--- src/rtl/s2cif_mon_pkg.sv ---
// rtl/s2cif_mon_pkg.sv - shared types and sizing helpers for the s2cif output monitor
package s2cif_mon_pkg;

  localparam int ID_W   = 8;
  localparam int SKIP_W = 8;

  typedef enum logic [1:0] {SKIPPING, COLLECT, FLUSH, DONE} state_e;

  function automatic int nbits_w(input int width);
    return $clog2(width + 1);
  endfunction

  // Flattened packet width: data + nbits + last.
  function automatic int pkt_w(input int width);
    return width + nbits_w(width) + 1;
  endfunction

endpackage

--- src/rtl/sync_fifo_s2cif.sv ---
// rtl/sync_fifo_s2cif.sv - DEPTH-entry packet FIFO with simultaneous push/pop
module sync_fifo_s2cif #(
  parameter int W     = 8,
  parameter int DEPTH = 4
) (
  input  logic         clk,
  input  logic         rst,
  input  logic         push,
  input  logic [W-1:0] push_data,
  input  logic         pop,
  output logic [W-1:0] head,
  output logic         full,
  output logic         empty
);

  localparam int AW = $clog2(DEPTH);
  localparam logic [AW:0] FULL_CNT = DEPTH[AW:0];

  logic [W-1:0]  mem_q [DEPTH];
  logic [W-1:0]  mem_d [DEPTH];
  logic [AW-1:0] wr_q, wr_d, rd_q, rd_d;
  logic [AW:0]   cnt_q, cnt_d;
  logic          do_push, do_pop;

  assign full    = (cnt_q == FULL_CNT);
  assign empty   = (cnt_q == '0);
  assign do_pop  = pop & ~empty;
  // A pop frees the slot the push lands in, so a full FIFO still accepts.
  assign do_push = push & (~full | do_pop);
  assign head    = empty ? '0 : mem_q[rd_q];

  always_comb begin
    mem_d = mem_q;
    wr_d  = wr_q;
    rd_d  = rd_q;
    cnt_d = cnt_q;
    if (do_push) begin
      mem_d[wr_q] = push_data;
      wr_d        = wr_q + AW'(1);
    end
    if (do_pop) begin
      rd_d = rd_q + AW'(1);
    end
    case ({do_push, do_pop})
      2'b10:   cnt_d = cnt_q + (AW+1)'(1);
      2'b01:   cnt_d = cnt_q - (AW+1)'(1);
      default: cnt_d = cnt_q;
    endcase
  end

  always_ff @(posedge clk or negedge rst) begin
    if (!rst) begin
      for (int i = 0; i < DEPTH; i++) begin
        mem_q[i] <= '0;
      end
      wr_q  <= '0;
      rd_q  <= '0;
      cnt_q <= '0;
    end else begin
      mem_q <= mem_d;
      wr_q  <= wr_d;
      rd_q  <= rd_d;
      cnt_q <= cnt_d;
    end
  end

endmodule

--- src/rtl/mon_s2cif_pack.sv ---
// rtl/mon_s2cif_pack.sv - packs qualified DUT dout samples LSB-first into buffered packets
module mon_s2cif_pack
  import s2cif_mon_pkg::*;
#(
  parameter int ID    = 0,
  parameter int WIDTH = 32,
  parameter int DEPTH = 4,
  parameter int SKIP  = 1
) (
  input  logic                         clk,
  input  logic                         rst,
  input  logic                         dout,
  input  logic                         smp_en,
  input  logic                         end_i,
  output logic                         pkt_valid,
  input  logic                         pkt_ready,
  output logic [WIDTH-1:0]             pkt_data,
  output logic [$clog2(WIDTH+1)-1:0]   pkt_nbits,
  output logic                         pkt_last,
  output logic [ID_W-1:0]              pkt_id,
  output logic                         ovf,
  output logic                         busy
);

  localparam int NBW = nbits_w(WIDTH);
  localparam int PW  = pkt_w(WIDTH);
  localparam logic [NBW-1:0]    FULL_N    = NBW'(WIDTH);
  localparam logic [SKIP_W-1:0] SKIP_INIT = SKIP_W'(SKIP);
  localparam state_e            START     = (SKIP == 0) ? COLLECT : SKIPPING;

  typedef struct packed {
    logic [WIDTH-1:0] data;
    logic [NBW-1:0]   nbits;
    logic             last;
  } pkt_t;

  state_e            state_q, state_d;
  logic [SKIP_W-1:0] skip_q, skip_d;
  logic [NBW-1:0]    cnt_q, cnt_d, cnt_n;
  logic [WIDTH-1:0]  word_q, word_d, word_n;
  logic              ovf_q, ovf_d;
  pkt_t              push_pkt, head_pkt;
  logic              push, pop, full, empty;

  assign pkt_valid = ~empty;
  assign pop       = pkt_valid & pkt_ready;
  assign pkt_data  = head_pkt.data;
  assign pkt_nbits = head_pkt.nbits;
  assign pkt_last  = head_pkt.last;
  assign pkt_id    = ID_W'(ID);
  assign ovf       = ovf_q;
  assign busy      = (state_q != DONE);

  always_comb begin
    state_d  = state_q;
    skip_d   = skip_q;
    cnt_d    = cnt_q;
    word_d   = word_q;
    ovf_d    = ovf_q;
    push     = 1'b0;
    push_pkt = '0;
    word_n   = word_q;
    cnt_n    = cnt_q;
    case (state_q)
      SKIPPING: begin
        if (end_i) begin
          state_d = FLUSH;
        end else if (smp_en) begin
          skip_d = skip_q - SKIP_W'(1);
          if (skip_q == SKIP_W'(1)) begin
            state_d = COLLECT;
          end
        end
      end
      COLLECT: begin
        if (smp_en) begin
          word_n[cnt_q] = dout;
          cnt_n         = cnt_q + NBW'(1);
          if (cnt_n == FULL_N) begin
            push     = 1'b1;
            push_pkt = '{data: word_n, nbits: FULL_N, last: 1'b0};
            // No room and nothing leaving: the word is lost, counter restarts anyway.
            if (full && !pop) begin
              ovf_d = 1'b1;
            end
            cnt_n  = '0;
            word_n = '0;
          end
          word_d = word_n;
          cnt_d  = cnt_n;
        end
        if (end_i) begin
          state_d = FLUSH;
        end
      end
      FLUSH: begin
        push     = 1'b1;
        push_pkt = '{data: word_q, nbits: cnt_q, last: 1'b1};
        if (!full || pop) begin
          state_d = DONE;
          word_d  = '0;
          cnt_d   = '0;
        end
      end
      default: begin
      end
    endcase
  end

  always_ff @(posedge clk or negedge rst) begin
    if (!rst) begin
      state_q <= START;
      skip_q  <= SKIP_INIT;
      cnt_q   <= '0;
      word_q  <= '0;
      ovf_q   <= 1'b0;
    end else begin
      state_q <= state_d;
      skip_q  <= skip_d;
      cnt_q   <= cnt_d;
      word_q  <= word_d;
      ovf_q   <= ovf_d;
    end
  end

  sync_fifo_s2cif #(
    .W     (PW),
    .DEPTH (DEPTH)
  ) u_fifo (
    .clk       (clk),
    .rst       (rst),
    .push      (push),
    .push_data (push_pkt),
    .pop       (pop),
    .head      (head_pkt),
    .full      (full),
    .empty     (empty)
  );

endmodule

--- config.mk ---
export PLATFORM = sky130hd
export DESIGN_NAME = mon_s2cif_pack
export DESIGN_NICKNAME = d
export VERILOG_FILES = /design/src/rtl/s2cif_mon_pkg.sv /design/src/rtl/sync_fifo_s2cif.sv /design/src/rtl/mon_s2cif_pack.sv
export SDC_FILE = /design/constraint.sdc
export NUM_CORES = 1
export LEC_CHECK = 0
export CORE_MARGIN = 2
export CORE_UTILIZATION = 60
export DETAILED_ROUTE_END_ITERATION = 8
export PLACE_DENSITY = 0.84
export SETUP_SLACK_MARGIN = 0.02
export SLEW_MARGIN = 20
export SYNTH_ARGS = -nofsm -noshare
export SYNTH_HDL_FRONTEND = slang
export SYNTH_HIERARCHICAL = 1
export SYNTH_SLANG_ARGS = --single-unit
export TNS_END_PERCENT = 50
--- constraint.sdc ---
create_clock -name clk -period 4.4 [get_ports clk]
set_input_delay 1.1 -clock clk [delete_from_list [all_inputs] [get_ports clk]]
set_output_delay 1.1 -clock clk [all_outputs]
set_load 0.02 [all_outputs]
# After elaboration in Yosys (flattened, before gate mapping)
# Index checks and enable logic that the tools add are counted.
[word_totals]
ff_bits = 212
input_bits = 6
output_inout_bits = 50
wordCells = 91
[classes]
addsub = 6
order_cmp = 5
n_eq_ne = 13
muxes = 31
bitwise = 9
reduce_logical = 15
[op_table]
columns = ["operator", "count"]
rows = [
  ["$mux 39", 6],
  ["$bwmux 156", 1],
  ["$mux 32", 3],
  ["$bmux 39 s2", 1],
  ["$demux 39 s2", 1],
  ["$pmux 39 s2", 1],
  ["$pmux 32 s2", 1],
  ["$bwmux 32", 1],
  ["$mux 6", 3],
  ["$pmux 6 s2", 1],
  ["$mux 2", 5],
  ["$eq 8x1->1 const B", 1],
  ["$ne 2x2->1 const B", 4],
  ["$sub 8x1->8 const B", 1],
  ["$add 6x1->6 const B", 1],
  ["$eq 6x6->1 const B", 1],
  ["$ge 3x3->1 const B", 2],
  ["$ge 6x1->1 const B", 1],
  ["$lt 6x6->1 const B", 1],
  ["$ne 3x3->1 const B", 2],
  ["$not 2->3", 2],
  ["$pmux 2 s3", 1],
  ["$pmux 3 s2", 1],
  ["$reduce_and 3->1", 2],
  ["other kinds (22)", 35],
]

# Depth between registers and ports, before layout
[depth]
depth_word = 9
depth_mapped = 14
mapped_depth_nobuf = 13

# Hierarchy
# The synthesis kept the hierarchy.
[modules_own_cells]
columns = ["mod", "instances", "cells_per_inst", "area_each_um2", "seq_area_each_um2"]
rows = [
  ["sync_fifo_s2cif", 1, 461, 7408.4, 4078.9],
  ["mon_s2cif_pack", 1, 348, 3294.4, 1227.4],
]

# Worst setup path after synthesis
# OpenSTA, ideal clock, no wires.
[synth_path]
path_type = "register -> register"
from = "register cnt_q[0] (netlist name)"
to = "register u_fifo.cnt_q[2]"
setup_ps = 79
t_arrival_ps = 3000
required_time_ps = 4321
setup_slack_ps = 1321
stages_incl_launch_ff = 15
path_buffers = 1
period_less_slack_ps = 3079
cell_sequence = "dfrtp_1 ha_1 and4_1 a211oi_4 nor2_2 a21oi_1 clkbuf_1 nor2b_1 nand2b_1 ha_1 inv_1 fa_1 xor2_1 nor2_1 xor2_1"
[synth_lines]
columns = ["item", "line_no", "text"]
rows = [
  ["end signal, assigned", "sync_fifo_s2cif.sv:63", "cnt_q <= cnt_d;"],
  ["end, declared", "sync_fifo_s2cif.sv:22", "logic [AW:0] cnt_q, cnt_d;"],
]

# Final worst setup path
[layout_path]
from = "register u_fifo.rd_q[0]"
to = "output port pkt_nbits[1]"
[layout_via]
elab_chain_len = 5
[layout_rtl]
columns = ["item", "line_no", "text"]
rows = [
  ["start, declared", "sync_fifo_s2cif.sv:21", "logic [AW-1:0] wr_q, wr_d, rd_q, rd_d;"],
  ["start signal, assigned", "sync_fifo_s2cif.sv:62", "rd_q <= rd_d;"],
  ["$not 2->3 (implied by the code)", "sync_fifo_s2cif.sv:30", "assign head = empty ? '0 : mem_q[rd_q];"],
  ["$bmux 39 s2", "sync_fifo_s2cif.sv:30", ""],
  ["$mux 39 (implied by the code) (2 in series)", "sync_fifo_s2cif.sv:30", ""],
  ["$mux 39", "sync_fifo_s2cif.sv:30", ""],
  ["end, declared", "mon_s2cif_pack.sv:18", "output logic [$clog2(WIDTH+1)-1:0] pkt_nbits,"],
]
# Every way passes these cells. The select of a mux whose other input is x is not followed.

==> flow_summary.ini <==
[routing]
routed_via_density = 6.31
drc = 0
drtAntennaViolNets = 0
topRoutingLayerUsed = met4
route.met2.wl_mm = 12.0
drtIter0Drc = 586
dr.pass1.iters = 6
wl_met3_mm = 1.14
wl_per_cell_um = 21.4
wirelength_mm = 23.2
wl_met1_mm = 9.57
vias = 6840

[die]
core_sq_um = 17400
rows = 48
die_area_sq_um = 18900
dieWidth_um = 138
initial_core_util = 0.617
fp.dieH_um = 138
ios = 56

[power_and_ir_drop]
seq_power_share = 0.371
internal_power_mw = 4.03
swShare = 0.332
comb_power_share = 0.322
total_power_mw = 6.03
vdd_drop_max_v = 0.000453
p_leak_nw = 5.67
p_clk_frac = 0.307
pwr_density_cell_nw_per_um2 = 500
power_switching_mw = 2.01

[place]
io_buffers = 47
hpwlAfterDp_mm = 14.9
routabilityCongestion = 0.915
pre_cts_slack_ns = 0.757

[min_path]
worstHoldEndpoint = ovf
hold_path_class = flip-flop to flip-flop
hold_path.startpoint = ovf
hold_path_depth = 1

[yosys]
syn_inst = 809
synth-edff-count = 0
yosysWarnings = 6
ys.flop_type = dfrtp_1
ys_ff_latch = 212
synth.distinct_cells = 55
syn_area_per_cell_sq_um = 13.2
async_reset_ff_frac = 1.00
synth_seq_area_share = 0.496
syn-cell-area_sq_um = 10700

[clock_tree]
cts.clk_slew.worst_paths_ns = 0.06
cts_buffers = 22
cts_htree_levels = 1
cts-root-buf = clkbuf_16
cts_sinks = 212
clockBufferDepth = 3
post_cts_buffers = 0
cts_tree = built
ctsResizeCount = 0
hold_buffers = 0
clkLatencyLatePin_ns = 0.50

[layout]
drive_gt1_frac = 0.332
fillerInstances = 1108
final_net_count = 866
antenna_cells = 0
syn2layout_area_growth_pct = 12.8

[sta]
maxSlewViolCount = 0
final.setup_skew_ns = 0.0167
setup_slack_ns = 0.550
setup_viol = 0
timing.hold.ws_ns = 0.475
timing.fmax_ghz = 0.260
worst-slew-pin-transition_ns = 1.03
finalCriticalPeriod_ns = 3.85
timing.final.crit_share = 0.875
fin_setup_tns_ns = 0
rsz0062_at_grt = no
hold_viol = 0
slew_headroom = 0.311

[critical_path]
critPathMaxFanout = 12
cp_slowest_cell = dfrtp_2
cpPeakStageDelay_ns = 0.66
endpoint_kind = output pin
r2r-start = u_fifo/cnt_q[0]
required_ns = 3.30
arrival_ns = 2.75
worstRegToRegCells = 13
r2r-end = u_fifo/cnt_q[2]
cp_cell_sequence = buf_4 > mux4_2 > and2_1 > clkdlybuf4s50_1
rrSetupSlack_ns = 0.94
path_class = flip-flop to output pin
start_kind = flip-flop

[global_routing]
gr-total-overflow = 0
grt_pass1_vias = 7407
grt_max_degree = 93
grt_first_pass_wirelength_mm = 38.6
grtUsageTotal = 0.262
grt_antenna_before_repair = 0

[outcome]
outcome = complete, no violations

[job]
cap_violations = 0
## stage by stage
stage	instance area, sq um	util	std cells
floorplan	10700	-	816
global placement	11300	0.653	1044
detailed placement	11300	0.653	1044
CTS	12100	0.696	1084
global route	12100	0.696	1084
finish	12100	0.696	1084
## final cells by class
| type | instances | area (sq um) | share of cell area |
|---|---|---|---|
| Timing Repair Buffer | 65 | 647 | 0.0536 |
| Tap cell | 225 | 282 | 0.0233 |
| Clock buffer | 37 | 728 | 0.0603 |
| Inverter | 16 | 60.1 | 0.00497 |
| Clock inverter | 3 | 17.5 | 0.00145 |
| Sequential cell | 212 | 5310 | 0.439 |
| Multi-Input combinational cell | 526 | 5040 | 0.417 |
## sequential cells by signal, summed over array words and instances (netlist names)
signal	count
state_q	2
skip_q	8
u_fifo/wr_q	2
word_q	32
u_fifo/cnt_q	3
u_fifo/rd_q	2
cnt_q	6
u_fifo/mem_q	156
ovf	1
## worst max-delay path: cells and delay by family, from the launching register on
family | cells | cell delay (ns)
buffers and inverters | 2 | 0.89
flip-flops | 1 | 0.66
multiplexers | 1 | 0.53
AND/OR/NAND/NOR | 1 | 0.19
## cell families after synthesis
| logic type | count (synthesis) | share of synthesized area |
|---|---|---|
| DFF | 212 | 0.496 |
| muxes | 199 | 0.250 |
| and+or+nand+nor | 196 | 0.110 |
| AOI/OAI and AO/OA | 93 | 0.0740 |
| buffers and inverters | 78 | 0.0389 |
| adders and majority gates | 17 | 0.0206 |
| xor gates and xnor gates | 13 | 0.0106 |
| other | 1 | 0.000350 |
## synthesized netlist by cell type (all sizes together) (2+ instances only)
master,instances,area [sq um]
a211oi,2,40.0
a21oi,4,31.3
a22o,5,43.8
a31o,19,166
a31oi,3,18.8
a32o,11,110
and2,52,325
and3b,29,254
and4,2,17.5
buf,40,274
clkbuf,22,82.6
dfrtp,211,5280
ha,16,200
inv,16,60.1
mux2,158,1780
mux2i,2,20.0
mux4,39,878
nand2,37,139
nand2b,9,56.3
nand3,10,67.6
nor2,27,106
nor2b,12,75.1
nor3,4,20.0
nor4,2,12.5
o2111ai,4,35.0
o21ai,8,40.0
o2bb2ai,19,166
o31ai,14,105
or2,2,12.5
or3,6,42.5
xnor2,8,70.1
xor2,5,43.8
## power groups by stage
stage               Clock [mW]  Combinational, mW  Sequential (mW)
global placement             0               1.86             2.26
finish                    1.85               1.95             2.24
floorplan                    0               1.47             2.19
global route              1.98               2.10             2.26
CTS                       1.88               1.94             2.24
detailed placement           0               1.92             2.27
## layout by cell type (no fill, tap or decap), drive strengths merged, types with 2 or more instances in the layout
cell	n
nand2	37
ha	16
buf	18
a22o	5
mux2	158
a211oi	2
and4	2
conb	8
and3b	29
nor3	4
mux2i	2
or2	2
nor2	27
clkbuf	38
nor4	2
xnor2	8
o31ai	14
and2	52
dfrtp	211
a31o	19
nand2b	9
nand3	10
o2bb2ai	19
inv	16
clkdlybuf4s50	46
a31oi	3
a21oi	4
a32o	11
o2111ai	4
clkinv	2
xor2	5
o21ai	8
mux4	39
nor2b	12
or3	6
## worst max-delay path by stage
stage | start | slack, ns | end | cells past startpoint
2_1_floorplan | cnt_q[0] | 1.32 | u_fifo/cnt_q[2] | 14
3_3_place_gp | smp_en | 0.82 | u_fifo/cnt_q[2] | 12
3_5_place_dp | pkt_ready | 0.76 | u_fifo/cnt_q[2] | 12
4_1_cts | u_fifo/rd_q[0] | 0.48 | pkt_nbits[1] | 4
5_1_grt | u_fifo/rd_q[0] | 0.41 | pkt_nbits[0] | 4
6_report | u_fifo/rd_q[0] | 0.55 | pkt_nbits[1] | 4
## layer usage
metal  global-route usage  vias to the layer above
li1                     -                     3002
met1                0.344                     3582
met2                0.450                      206
met3               0.0397                       50
met4               0.0865                        0
met5                    0                        -
No activity file was read; power rests on OpenSTA's default activity.
